## config.mk

```make
export PLATFORM = sky130hd
export DESIGN_NAME = control_sequencer
export DESIGN_NICKNAME = d
export VERILOG_FILES = /design/src/rtl/ctrl_seq_pkg.sv /design/src/rtl/moc_timer.sv /design/src/rtl/control_sequencer.sv
export SDC_FILE = /design/constraint.sdc
export NUM_CORES = 1
export LEC_CHECK = 0
export CORE_MARGIN = 2
export CORE_UTILIZATION = 40
export DETAILED_ROUTE_END_ITERATION = 8
export PLACE_DENSITY = 0.83
export SYNTH_ARGS = -nofsm -noshare
export SYNTH_HDL_FRONTEND = slang
export SYNTH_SLANG_ARGS = --single-unit
```

## constraint.sdc

```tcl
create_clock -name Clk -period 1.9 [get_ports Clk]
set_input_delay 0.475 -clock Clk [delete_from_list [all_inputs] [get_ports Clk]]
set_output_delay 0.475 -clock Clk [all_outputs]
set_load 0.02 [all_outputs]
```

## src/rtl/ctrl_seq_pkg.sv

```systemverilog
// ctrl_seq_pkg
//   Shared definitions for the microprogram control sequencer:
//   - STATE_W      : width of a microstore address
//   - ctrl_type_e  : next-address modes carried in a microword
//   - next_incr()  : modulo-2^STATE_W increment of a microstore address
package ctrl_seq_pkg;

  localparam int STATE_W = 7;

  typedef enum logic [2:0] {
    INCR     = 3'd0,
    JUMP     = 3'd1,
    DISPATCH = 3'd2,
    COND     = 3'd3,
    WAIT     = 3'd4,
    FETCH    = 3'd5
  } ctrl_type_e;

  // Sequential successor; the 7-bit result makes the top address wrap to zero.
  function automatic logic [STATE_W-1:0] next_incr(input logic [STATE_W-1:0] s);
    return s + 7'd1;
  endfunction

endpackage

```

## src/rtl/moc_timer.sv

```systemverilog
// moc_timer
//   Counts consecutive WAIT cycles without memory-operation-complete and
//   flags the cycle on which the LIMIT-th such cycle occurs.
//   Parameters: LIMIT   - number of MOC-less WAIT cycles tolerated
//   Ports:      clk     - clock
//               reset   - synchronous active-high reset
//               active  - current microword is in WAIT mode
//               moc     - memory operation complete
//               expired - this cycle is the LIMIT-th without MOC (combinational)
module moc_timer #(
  parameter logic [7:0] LIMIT = 8'd255
) (
  input  logic clk,
  input  logic reset,
  input  logic active,
  input  logic moc,
  output logic expired
);

  logic [7:0] count;

  // count holds the number of earlier MOC-less WAIT cycles, so the current
  // cycle is number count+1; MOC in that same cycle suppresses the timeout.
  assign expired = active && !moc && (count == (LIMIT - 8'd1));

  // Wait counter: advances on MOC-less WAIT cycles, clears otherwise and on expiry.
  always_ff @(posedge clk) begin
    if (reset) begin
      count <= 8'd0;
    end else if (active && !moc && !expired) begin
      count <= count + 8'd1;
    end else begin
      count <= 8'd0;
    end
  end

endmodule

```

## src/rtl/control_sequencer.sv

```systemverilog
// control_sequencer
//   Microprogram next-address sequencer. Selects the next microstore address
//   from the current microword's Ctrl_Type and registers it as State.
//   Optional feature macro: MOC_TIMEOUT_EN enables the WAIT timeout
//   (moc_timer) that diverts to FAULT_STATE and pulses Mem_Fault.
//   Ports:
//     Clk, Reset              - clock and synchronous active-high reset
//     State_Sel [6:0]         - dispatch target (0 = unrecognised opcode)
//     Ctrl_Type [2:0]         - next-address mode
//     Ctrl_Target [6:0]       - jump/branch target
//     Ctrl_Inv, Cond          - branch condition and its inversion
//     MOC                     - memory operation complete
//     State [6:0]             - current microstore address (registered)
//     Stall                   - WAIT without MOC (combinational)
//     Illegal, Mem_Fault      - registered one-cycle event pulses
module control_sequencer
  import ctrl_seq_pkg::*;
#(
  parameter logic [STATE_W-1:0] FETCH_STATE = 7'd0,
  parameter logic [STATE_W-1:0] FAULT_STATE = 7'd127,
  parameter logic [7:0]         MOC_LIMIT   = 8'd255
) (
  input  logic               Clk,
  input  logic               Reset,
  input  logic [STATE_W-1:0] State_Sel,
  input  logic [2:0]         Ctrl_Type,
  input  logic [STATE_W-1:0] Ctrl_Target,
  input  logic               Ctrl_Inv,
  input  logic               Cond,
  input  logic               MOC,
  output logic [STATE_W-1:0] State,
  output logic               Stall,
  output logic               Illegal,
  output logic               Mem_Fault
);

  logic [STATE_W-1:0] next_state;
  logic [STATE_W-1:0] incr_state;
  logic               illegal_next;
  logic               wait_active;
  logic               timeout;

  assign incr_state  = next_incr(State);
  assign wait_active = (Ctrl_Type == WAIT);
  assign Stall       = wait_active && !MOC;

`ifdef MOC_TIMEOUT_EN
  moc_timer #(
    .LIMIT (MOC_LIMIT)
  ) u_moc_timer (
    .clk     (Clk),
    .reset   (Reset),
    .active  (wait_active),
    .moc     (MOC),
    .expired (timeout)
  );

  // Timeout event register: one pulse per expiry, the timer clears itself.
  always_ff @(posedge Clk) begin
    if (Reset) begin
      Mem_Fault <= 1'b0;
    end else begin
      Mem_Fault <= timeout;
    end
  end
`else
  assign timeout   = 1'b0;
  assign Mem_Fault = 1'b0;
`endif

  // Next-address selection from the current microword mode.
  always_comb begin
    next_state   = FETCH_STATE;
    illegal_next = 1'b0;
    case (Ctrl_Type)
      INCR:     next_state = incr_state;
      JUMP:     next_state = Ctrl_Target;
      DISPATCH: begin
        if (State_Sel == 7'd0) begin
          next_state   = FETCH_STATE;
          illegal_next = 1'b1;
        end else begin
          next_state   = State_Sel;
          illegal_next = 1'b0;
        end
      end
      COND: begin
        if (Cond ^ Ctrl_Inv) begin
          next_state = Ctrl_Target;
        end else begin
          next_state = incr_state;
        end
      end
      WAIT: begin
        // MOC takes priority over a timeout in the same cycle.
        if (MOC) begin
          next_state = incr_state;
        end else if (timeout) begin
          next_state = FAULT_STATE;
        end else begin
          next_state = State;
        end
      end
      FETCH:    next_state = FETCH_STATE;
      default:  next_state = FETCH_STATE;
    endcase
  end

  // State and illegal-opcode registers.
  always_ff @(posedge Clk) begin
    if (Reset) begin
      State   <= FETCH_STATE;
      Illegal <= 1'b0;
    end else begin
      State   <= next_state;
      Illegal <= illegal_next;
    end
  end

endmodule

```

After elaboration in Yosys (flattened, before gate mapping)
Index checks and enable logic that the tools add are counted.

storage, ports and cells
  bits in registers = 8
  bits in latches = 0
  RAM bits = 0
  ROM bits = 0
  input bits = 22
  output and inout port bits = 10
  logic and storage cells = 20
  memories = 0

cells by class
  add/subtract/negate cells = 1
  multiply operators = 0
  divide/modulo/power cells = 0
  $lt $le $gt $ge = 0
  equal/unequal tests = 5
  shift-type cells = 0
  mux-type cells = 5
  bitwise gates (word level) = 2
  reductions and logical operators = 5

operator list
  cell                                                                    count
  7-bit case mux with 5 select lines                                      1
  7-bit 2-to-1 mux                                                        3
  7-bit by 1-bit adder with 7-bit output (second input constant)          1
  7-bit zero test                                                         1
  3-bit by 2-bit equality test with 1-bit output (second input constant)  2
  3-bit by 1-bit equality test with 1-bit output (second input constant)  1
  3-bit equality test (second input constant)                             1
  3-bit zero test                                                         1
  2-bit != test (second input constant)                                   1
  2-bit OR reduction                                                      1
  1-bit logical AND                                                       1
  1-bit zero test                                                         1
  1-bit 2-to-1 mux                                                        1
  1-bit NOT                                                               1
  1-bit bitwise XOR                                                       1

Logic depth before layout (Yosys ltp)
  depth in word-level cells = 3
  depth in mapped cells = 5
  depth with buffers taken out = 5

Worst setup path after synthesis
OpenSTA, ideal clock, no wires.

  path kind = input -> output
  from = input port Ctrl_Type[0]
  to = output port Stall
  arrival time = 1417 ps
  data required time = 1425 ps
  path slack = 8 ps
  stages = 2
  buffers on the path = 1
  path through = buf_6 > nor4b_1

between the ends
  cells in the longest elaborated chain, start to end = 2

RTL lines
  element              line                     RTL
  start, declared      control_sequencer.sv:26  input logic [2:0] Ctrl_Type,
  3-bit equality test  control_sequencer.sv:44  assign wait_active = (Ctrl_Type == WAIT);
  1-bit logical AND    control_sequencer.sv:45  assign Stall = wait_active && !MOC;
  end, declared        control_sequencer.sv:32  output logic Stall,

No other way between the ends.

Worst setup path after layout
  from = input port Ctrl_Type[2]
  to = register State[4]

between the ends
  cells in the longest elaborated chain, start to end = 2
  elaborated cells between the ends (all ways) = 7
  those cells by class = 5 x eq/ne; 1 x mux; 1 x reduce/logical

RTL lines
  element                                                                     line                      RTL
  3-bit equality test, or another cell as far along                           control_sequencer.sv:75   case (Ctrl_Type)
  7-bit case mux with 5 select lines / 2-bit != test (equally long branches)  --
  end signal, assigned                                                        control_sequencer.sv:115  State <= next_state;
  end, declared                                                               control_sequencer.sv:31   output logic [STATE_W-1:0] State,

Parallel ways exist; a longest one is shown, timed or not.
A chain may end at the register's enable or synchronous reset.

==> results.yml <==
grt:
  grt_pass1_vias: 764
  grt_pass1_wl_um: 3180
  track_usage_pct: 21.89
  grt_overflow: 0
  antenna_found_initial: 0
  grt_max_degree: 10
logic_synthesis:
  ys_warn_count: 0
  synth.distinct_cells: 32
  syn_inst: 74
  yosysSeqAreaShare_pct: 23.62
  async_reset_ff_share_pct: 0
  syn_area_sq_um: 678.2
  ys_ff_latch: 8
  synth_edf_count: 0
  synth_area_per_cell_sq_um: 9.164
  ys.flop_type: "dfxtp_1"
  syn_nets: 97
job:
  max_cap_viol_count: 0
timing:
  rsz0062_at_grt: "true"
  timing.final.crit_share_pct: 99.47
  drv_slew: 0
  finalHoldViolCount: 0
  tns_ns: 0
  max_freq_mhz: 529.1
  setup_viol: 0
  period_needed_ns: 1.890
  clock_skew_ns: 0.001436
floorplanning:
  fp-row-count: 14
  start_util_pct: 43.99
  die_area_sq_um: 2041
  boundaryPins: 32
  core_sq_um: 1541
  die_w_um: 45.18
  die_h_um: 45.18
final_layout:
  drive_gt1_share_pct: 24.78
  final_util_pct: 69.24
  nNetsFinal: 138
  areaGrowthSynthToFinish_pct: 57.38
  insertedDiodeCount: 0
routing:
  routed_via_density: 6.225
  first_pass_iters: 5
  drt-wirelength-per-cell_um: 15.63
  drc_errors: 0
  met2_length_um: 883
  drtIter0Drc: 30
  vias: 803
  drtAntennaViolNets: 0
  wl_met1_um: 892
  wl_met3_um: 184
  wl_um: 2016
  top_layer: "met4"
setup_path:
  cp.required_ns: 2.03
  cp_max_fo: 9
  timing.rr.start: "State[1]"
  endpoint_kind: "flop"
  cp.arrival_ns: 2.02
  rr_worst_depth: 5
  worstSetupPathType: "input port to flop"
  crit_path_start_kind: "input port"
  r2r_end: "State[4]"
  rrSetupSlack_ns: 0.49
clock_tree:
  clock_latency_ns: 0.26
  cts_tree: "built"
  cts_buffer_depth: 2
  cts.sinks: 8
  clkTransAtPathRegs_ns: 0.06
  htree_num_levels: 1
  cts-root-buf: "clkbuf_4"
  cts_made_buffers: 3
min_path:
  hold_depth: 2
  min_to: "State[6]"
  hold_path.class: "flop to flop"
  holdCritStartpoint: "State[6]"
place:
  io_buffers: 30
  gp_congestion: 0.8531
  dp_hpwl_um: 1600
outcome:
  outcome: "complete, no violations"
power:
  power.total_uw: 493.5
  ir_drop_mv: 0.2976
  leakage_uw: 0.0004024
  power_density_nw_per_um2: 462.4
==> Yosys cell counts (3+ instances only) <==
cell | number | area [sq um]
a222oi_1 | 5 | 50.05
a22o_2 | 4 | 40.04
nand2_1 | 8 | 30.03
xor2_1 | 3 | 26.28
nand3_1 | 4 | 20.02
o21ai_0 | 5 | 25.02
a221oi_2 | 3 | 45.04
dfxtp_1 | 8 | 160.2
xnor2_1 | 3 | 26.28
==> flip-flops by register name, indices dropped and copies added (netlist names) <==
signal and cells:
State 7, Illegal 1
==> power by group <==
part	internal, uW	switching, uW	leakage (uW)
combinational	97.9	76.8	0.000324
clock	72.7	63.2	0.0000138
sequential	175	8.32	0.0000651
==> routing by layer <==
metal	vias up	GRT usage, %
met2	45	35.43
met1	370	27.32
li1	379	-
met3	9	4.800
met4	0	10.59
met5	-	0
==> layout make-up <==
| class | count | area (sq um) |
|---|---|---|
| Inverter | 2 | 7.507 |
| Multi-Input combinational cell | 60 | 483.0 |
| Tap cell | 16 | 20.02 |
| Clock buffer | 3 | 22.52 |
| Fill cell | 124 | 474.2 |
| Sequential cell | 8 | 160.2 |
| Timing Repair Buffer | 40 | 374.1 |
==> placed cells by master (no fill, tap or decap), drive strengths merged, types with 4 or more instances in the layout <==
| cell | n |
|---|---|
| a221oi | 5 |
| a222oi | 5 |
| a22o | 5 |
| buf | 11 |
| clkdlybuf4s50 | 27 |
| dfxtp | 8 |
| nand2 | 8 |
| nand3 | 4 |
| o21ai | 5 |
==> critical path: stages <==
cell and delay (ns):
clkdlybuf4s50_1 0.49, buf_4 0.21, nor2b_4 0.08, and2b_4 0.19, a222oi_1 0.45, a221oi_2 0.12
==> through the flow <==
| stage | cells | hold slack [ns] | instance area, sq um | setup WS (ns) |
|---|---|---|---|---|
| after floorplan | 74 | 0.5974 | 678.2 | 0.008464 |
| after global placement | 126 | 0.4962 | 1040 | -0.5376 |
| after detailed placement | 126 | 0.5199 | 1040 | -0.5248 |
| after CTS | 129 | 0.5344 | 1062 | 0.004792 |
| after global routing | 129 | 0.5606 | 1067 | -0.007318 |
| final | 129 | 0.5251 | 1067 | 0.009976 |
==> what timing repair did <==
action,in CTS,in global routing
resized for setup,7,2
pin swaps,1,3
hold buffers,0,0
setup buffers,0,0
setup endpoints to repair,1,3
==> worst max path at each step <==
stage | cells past startpoint | from | endpoint | slack [ns]
6_report | 6 | Ctrl_Type[2] | State[4] | 0.01
5_1_grt | 6 | Ctrl_Type[2] | State[4] | -0.007
4_1_cts | 3 | Ctrl_Type[1] | Stall | 0.005
3_5_place_dp | 3 | Ctrl_Type[1] | Stall | -0.52
3_3_place_gp | 3 | Ctrl_Type[1] | Stall | -0.54
2_1_floorplan | 2 | Ctrl_Type[0] | Stall | 0.008
==> logic make-up after synthesis <==
group / synth area share, %
compound gates: 35.24
other cells: 0.5530
xor+xnor: 7.750
fa+ha+maj: 1.845
simple gates: 24.91
buf+inv: 6.089
flops: 23.62
No activity file was read; power rests on OpenSTA's default activity.
